### config.mk
export PLATFORM = sky130hd
export DESIGN_NAME = ppu_result_buffer
export DESIGN_NICKNAME = d
export VERILOG_FILES = /design/src/rtl/ppu_result_buffer.sv
export SDC_FILE = /design/constraint.sdc
export NUM_CORES = 1
export LEC_CHECK = 0
export CORE_ASPECT_RATIO = 0.7
export CORE_MARGIN = 2
export CORE_UTILIZATION = 40
export DETAILED_ROUTE_END_ITERATION = 7
export GPL_TIMING_DRIVEN = 1
export HOLD_SLACK_MARGIN = 0.03
export PLACE_DENSITY = 0.7
export SKIP_LAST_GASP = 1
export SYNTH_ARGS = -nofsm -noshare
export SYNTH_HDL_FRONTEND = slang
export SYNTH_SLANG_ARGS = --single-unit
### constraint.sdc
create_clock -name clk_i -period 2.2 [get_ports clk_i]
set_input_delay 0.22 -clock clk_i [delete_from_list [all_inputs] [get_ports clk_i]]
set_output_delay 0.22 -clock clk_i [all_outputs]
set_load 0.03 [all_outputs]
### src/rtl/ppu_result_buffer.sv
// Result FIFO behind the PPU with an issue-credit counter that bounds in-flight work.
// Optional fall-through path for an empty FIFO: define PPU_RESBUF_BYPASS_EN.
module ppu_result_buffer #(
  parameter int WORD  = 32,
  parameter int DEPTH = 4
) (
  input  logic                       clk_i,
  input  logic                       rst_ni,
  input  logic                       issue_valid_i,
  output logic                       issue_ready_o,
  input  logic                       ppu_valid_i,
  input  logic [WORD-1:0]            ppu_result_i,
  output logic                       out_valid_o,
  output logic [WORD-1:0]            out_data_o,
  input  logic                       out_ready_i,
  output logic [$clog2(DEPTH+1)-1:0] count_o,
  output logic                       overflow_o
);

  localparam int CW = $clog2(DEPTH + 1);
  localparam int PW = (DEPTH > 1) ? $clog2(DEPTH) : 1;
  localparam logic [CW-1:0] DEPTH_C = CW'(DEPTH);

  logic [WORD-1:0] mem_q [DEPTH];
  logic [PW-1:0]   wptr_q, wptr_d;
  logic [PW-1:0]   rptr_q, rptr_d;
  logic [CW-1:0]   count_q, count_d;
  logic [CW-1:0]   credit_q, credit_d;
  logic            overflow_q, overflow_d;

  logic empty, full;
  logic bypass_hit, bypass_take;
  logic pop_any, fifo_pop, wr_en, drop, issue_acc;

  assign empty = (count_q == '0);
  assign full  = (count_q == DEPTH_C);

`ifdef PPU_RESBUF_BYPASS_EN
  assign bypass_hit = empty && ppu_valid_i;
`else
  assign bypass_hit = 1'b0;
`endif

  // Stored data has priority; the live PPU word is only shown when nothing is queued.
  always_comb begin
    out_valid_o = !empty || bypass_hit;
    out_data_o  = '0;
    if (!empty) begin
      out_data_o = mem_q[rptr_q];
    end else if (bypass_hit) begin
      out_data_o = ppu_result_i;
    end
  end

  assign pop_any     = out_valid_o && out_ready_i;
  assign fifo_pop    = pop_any && !empty;
  assign bypass_take = bypass_hit && out_ready_i;
  assign wr_en       = ppu_valid_i && !bypass_take && (!full || fifo_pop);
  assign drop        = ppu_valid_i && full && !fifo_pop;

  assign issue_ready_o = (credit_q != '0);
  assign issue_acc     = issue_valid_i && issue_ready_o;

  assign count_o    = count_q;
  assign overflow_o = overflow_q;

  always_comb begin
    wptr_d     = wptr_q;
    rptr_d     = rptr_q;
    count_d    = count_q;
    credit_d   = credit_q;
    overflow_d = overflow_q || drop;

    if (wr_en) begin
      wptr_d = wptr_q + PW'(1);
    end
    if (fifo_pop) begin
      rptr_d = rptr_q + PW'(1);
    end

    case ({wr_en, fifo_pop})
      2'b10:   count_d = count_q + CW'(1);
      2'b01:   count_d = count_q - CW'(1);
      default: count_d = count_q;
    endcase

    // Saturate at DEPTH so a stale result popped after reset cannot mint a credit.
    if (pop_any && !issue_acc) begin
      if (credit_q != DEPTH_C) begin
        credit_d = credit_q + CW'(1);
      end
    end else if (issue_acc && !pop_any) begin
      credit_d = credit_q - CW'(1);
    end
  end

  always_ff @(posedge clk_i or negedge rst_ni) begin
    if (!rst_ni) begin
      wptr_q     <= '0;
      rptr_q     <= '0;
      count_q    <= '0;
      credit_q   <= DEPTH_C;
      overflow_q <= 1'b0;
    end else begin
      wptr_q     <= wptr_d;
      rptr_q     <= rptr_d;
      count_q    <= count_d;
      credit_q   <= credit_d;
      overflow_q <= overflow_d;
    end
  end

  // Storage is not reset; out_data_o is masked while the FIFO is empty.
  always_ff @(posedge clk_i) begin
    if (wr_en) begin
      mem_q[wptr_q] <= ppu_result_i;
    end
  end

endmodule

# Word-level counts from Yosys, hierarchy flattened
# Memories as Yosys holds them, arrays and structs flattened.
# Cells that the tools add are included.
[totals] regBits=11 ramBits=128 output_inout_bits=38 n_memories=1
[mem_list] name="mem_q" depth=4 word_bits=32 rd=1 rd_ports_with_merged_regs=0 write_ports=1 line_no="24" rtl="logic [WORD-1:0] mem_q [DEPTH];"
[classes] addsub=6 n_eq_ne=5 n_mux=7 n_reduce_logical=20
[op_table] operator="2-to-1 mux 32 bit" count=1
[op_table] operator="2-to-1 mux 3 bit" count=3
[op_table] operator="logical AND 1 bit" count=8
[op_table] operator="adder 3 x 1 -> 3 bit, second input constant" count=2
[op_table] operator="one-hot mux 3 bit (2 select lines)" count=1
[op_table] operator="subtractor 3 x 1 -> 3 bit, second input constant" count=2
[op_table] operator="zero test 1 bit" count=5
[op_table] operator="adder 2 x 1 -> 2 bit, second input constant" count=2
[op_table] operator="nonzero test 2 bit" count=2
[op_table] operator="== test 3 bit, second input constant" count=1
[op_table] operator="zero test 3 bit" count=1
[op_table] operator="!= test 3 bit, second input constant" count=1
[op_table] operator="nonzero test 3 bit" count=1
[op_table] operator="== test 2 x 1 -> 1 bit, second input constant" count=1
[op_table] operator="== test 2 bit, second input constant" count=1
[op_table] operator="logical OR 1 bit" count=2
[op_table] operator="2-to-1 mux 1 bit" count=2
[op_table] operator="!= test 2 x 1 -> 1 bit, second input constant" count=1
[op_table] operator="AND reduction 2 bit" count=1

# Depth between registers and ports, before layout
[logic_depth] word_depth=8 mapped_depth=10 mapped_depth_nobuf=9

# Worst setup path after synthesis
# No wires, ideal clock.
[synth_path] path_kind="register to register" startpoint="register count_q[2], in the netlist count_o[2]" endpoint="memory mem_q[2][0], enable pin" t_arrival_ns=1.937 required_time_ns=1.808 slack_ns=-0.129 stages_incl_launch_ff=4 synth_period_minus_slack_ns=2.329 path_cell_list="dfrtp_1 nor4b_1 nor2b_1 and2_1"
[synth_between] elab_chain_len=8
[synth_rtl] element="start, declared" line_no="27" rtl="logic [CW-1:0] count_q, count_d;"
[synth_rtl] element="start signal, assigned" line_no="107" rtl="count_q <= count_d;"
[synth_rtl] element="zero test 3 bit" line_no="35" rtl="assign empty = (count_q == '0);"
[synth_rtl] element="zero test 1 bit" line_no="46, 56"
[synth_rtl] element="logical AND 1 bit" line_no="55" rtl="assign pop_any = out_valid_o && out_ready_i;"
[synth_rtl] element="logical AND 1 bit" line_no="56" rtl="assign fifo_pop = pop_any && !empty;"
[synth_rtl] element="logical OR 1 bit *" line_no="58" rtl="assign wr_en = ppu_valid_i && !bypass_take && (!full || fifo_pop);"
[synth_rtl] element="logical AND 1 bit *" line_no="58"
[synth_rtl] element="2-to-1 mux 1 bit *" line_no="115" rtl="if (wr_en) begin"
[synth_rtl] element="2-to-1 mux 1 bit (not written as such) *" line_no="116" rtl="mem_q[wptr_q] <= ppu_result_i;"
[synth_rtl] element="end, declared" line_no="24"
# Mark *: on every way between the ends. The rest lies on a longest branch, timed or not.

# Worst setup path in the final report
[layout_path] startpoint="register rptr_q[0]" endpoint="output out_data_o[2]"
[layout_between] elab_chain_len=2
[layout_rtl] element="start, declared" line_no="26" rtl="logic [PW-1:0] rptr_q, rptr_d;"
[layout_rtl] element="start signal, assigned" line_no="106" rtl="rptr_q <= rptr_d;"
[layout_rtl] element="memory (4 x 32 bit)"
[layout_rtl] element="2-to-1 mux 32 bit" line_no="48" rtl="if (!empty) begin"
[layout_rtl] element="end, declared" line_no="14" rtl="output logic [WORD-1:0] out_data_o,"
# Every way passes these cells.

==> flow_summary_export.csv <==
group,metric,value,unit
place,pre_cts_ws,-0.115,ns
place,placedCellCount,552,
timing,setup_ws,0.0198,ns
setup_path,cp_max_fo,7,
timing,relSlewSlack,60.8,%
place,gp_congestion,0.750,
place,dp_hpwl,6710,um
routing,routed_wl,10800,um
global_routing,grt_max_degree,28,
global_routing,antenna_found_initial,0,
routing,ant_nets,0,
layout,nFillCells,1104,
setup_path,crit_arrival,1.96,ns
cts,cts-root-buf,"clkbuf_16",
cts,clockBufferDepth,2,
timing,rsz0062_at_grt,"yes",
routing,routed_via_density,4.90,
routing,dr.pass1.iters,4,
setup_path,reg2reg_depth,7,
synth,synth_flop_cell,"edfxtp_1",
routing,route.detailed.drc,0,
status,status,"completed",
setup_path,cp_slowest_cell,"dfrtp_2",
synth,async_flop_share,7.91,%
setup_path,worstPathCellList,"clkbuf_16 > mux4_2 > and2_4 > buf_12",
floorplan,pin_count,75,
synth,yosys_warnings,0,
setup_path,path_depth,4,
setup_path,cpLargestDelayFamily,"flip-flops",
cts,clock_latency,0.41,ns
global_routing,first_global_vias,3047,
synth,yosys.area.top_type,"edfxtp_1",
timing,hold_violations,0,
synth,netlist.area_leader.share,68.7,%
layout,fin_area,0.00749,mm^2
layout,area_growth,33.9,%
place,placed_cell_area,0.00670,mm^2
layout,num_antenna_cells,0,
setup_path,path_class,"register to primary output",
floorplan,die_h,103,um
pwr,power,11.8,mW
synth,synth_nets,321,
synth,synth-edff-count,128,
cts,holdBufCountCts,0,
global_routing,grtUsageTotal,15.0,%
setup_path,required,1.98,ns
routing,detail_route.iter0.violations,229,
layout,drive_gt1_share,39.7,%
job,max_cap_violations,0,
setup_path,cp-start-kind,"register",
floorplan,row_count,36,
synth,synth.distinct_cells,36,
setup_path,r2r_start,"credit_q[1]",
worst_hold_path,min_path_type,"primary input to async pin",
pwr,p_leak,2.64,nW
floorplan,die_area,0.0150,mm^2
floorplan,die_w,145,um
layout,instances_no_fill,588,
timing,min_period_over_period,99.1,%
timing,fmax,459,MHz
synth,ys_seq_elements,139,
setup_path,cp-end-kind,"primary output",
cts,cts_buffers,17,
synth,synth.most_common_cell,"edfxtp_1",
floorplan,initial_core_util,40.6,%
cts,clock_sinks,139,
setup_path,cpPeakStageDelay,0.51,ns
setup_path,startpoint,"rptr_q[0]",
timing,clock_skew,0.00736,ns
synth,synth_commonest_cells,"edfxtp_1 (128), and2_1 (36), mux4_2 (32)",
timing,fin_crit,2.18,ns
synth,syn_area,0.00560,mm^2
global_routing,overflow,0,
synth,netlist_instances,277,
global_routing,grt_pass1_wl,16400,um
cts,clk_pin_slew,0.06,ns
synth,synth.avg_cell_area,20.2,um^2
synth,ys_seq_area_share,73.6,%
timing,slew_violations,0,
floorplan,core,0.0138,mm^2
timing,timing.hold.ws,0.187,ns
timing,setup_viol,0,
timing,worst_slew_pin_slew,0.586,ns
routing,vias,2881,
cts,cts_htree_levels,4,
routing,wl_per_cell,18.3,um
synth,synthTopCellsByArea,"edfxtp_1 (69%), mux4_2 (13%), dfrtp_1 (4.5%)",
cts,cts_tree,"yes",
layout,fin_nets,429,
setup_path,critPathBufInv,2,
pwr,peakVddDrop,993,uV
place,port_buffers,74,
pwr,pwr_density_cell,1580,mW/mm^2
==> worst reg2reg max path: cells and delay by family, from the launching register on <==
family                     cells  cell delay, ns
adders and majority gates      1            0.38
AOI/OAI and AO/OA              2            0.43
and+or+nand+nor                4            0.69
DFF                            1            0.46
==> report_power, final <==
part / switching, mW / internal, mW / leakage (nW)
Combinational: 2.67 / 2.63 / 1.06
Clock: 1.10 / 1.70 / 0.282
Sequential: 0.221 / 3.52 / 1.30
Total: 3.99 / 7.85 / 2.64
==> through the flow <==
step	util [%]	TNS (ns)
floorplan	-	0
global placement	48.6	-0.0230
detailed placement	48.6	-0.115
CTS	52.9	-0.0109
global route	54.4	-0.546
finish	54.4	0
==> cell type report <==
cell class / instances / area [um^2] / share of cell area (%)
clock buffers: 18 / 429 / 5.73
multi-input cells: 117 / 1430 / 19.1
well taps: 190 / 238 / 3.17
clock inverters: 14 / 160 / 2.14
inverters: 7 / 26.3 / 0.351
flip-flops and latches: 139 / 4120 / 55.0
repair buffers: 103 / 1080 / 14.5
==> kinds of logic (layout without fill, tap and decap cells) <==
family                     Yosys count  after routing  synth area share (%)
DFF                                139            139                  73.6
and+or+nand+nor                     58             58                  6.48
muxes                               34             34                  13.3
buffers and inverters               21            142                  1.97
AOI/OAI and AO/OA                   12             12                  1.92
adders and majority gates            7              7                  1.83
xor gates and xnor gates             6              6                 0.939
==> cells in the final DEF (no fill, tap or decap), drive strengths merged <==
cell type      count
and3               1
nand3              2
ha                 5
nand3b             1
o31a               1
fa                 2
xnor2              3
nand2b             3
dfrtp             10
edfxtp           128
xor2               3
a21o               1
buf               60
bufinv             2
a2111oi            2
o41ai              1
o211ai             2
mux2i              1
mux2               1
nor2b              3
nand2              4
or3                1
or4b               1
nor3               1
nor2               3
dfstp              1
inv               14
clkinv             3
o221ai             2
clkinvlp           2
clkbuf            20
nor4b              2
and2              36
mux4              32
o2111ai            2
o32a               1
clkdlybuf4s50     41
==> worst paths after layout <==
check	endpoint	slack (ns)
max in group asynchronous	rptr_q[1]	1.59
worst min-delay path	credit_q[1]	0.19
worst min register to register	overflow_o	0.47
worst max-delay path	out_data_o[2]	0.02
worst max register to register	credit_q[2]	0.17
min in group clk_i	mem_q[2][16]	0.45
==> registers in the layout, indices dropped and copies added, names as in the netlist <==
register / count
count_o: 3
credit_q: 3
mem_q: 128
overflow_o: 1
rptr_q: 2
wptr_q: 2
==> repair_timing <==
action                     CTS  global route
resized for setup            0            43
pin swaps                    1             4
setup endpoints to repair   22            25
cloned                       0             3
setup buffers                1             0
==> per-layer routing <==
metal,track usage (%),vias to the layer above,routed length [um]
met3,4.34,5,533
met4,6.56,0,80
met2,24.6,81,5140
met5,0,-,0
met1,19.1,1461,5020
li1,-,1334,-
Note: power is estimated with default switching activity, not from simulation.
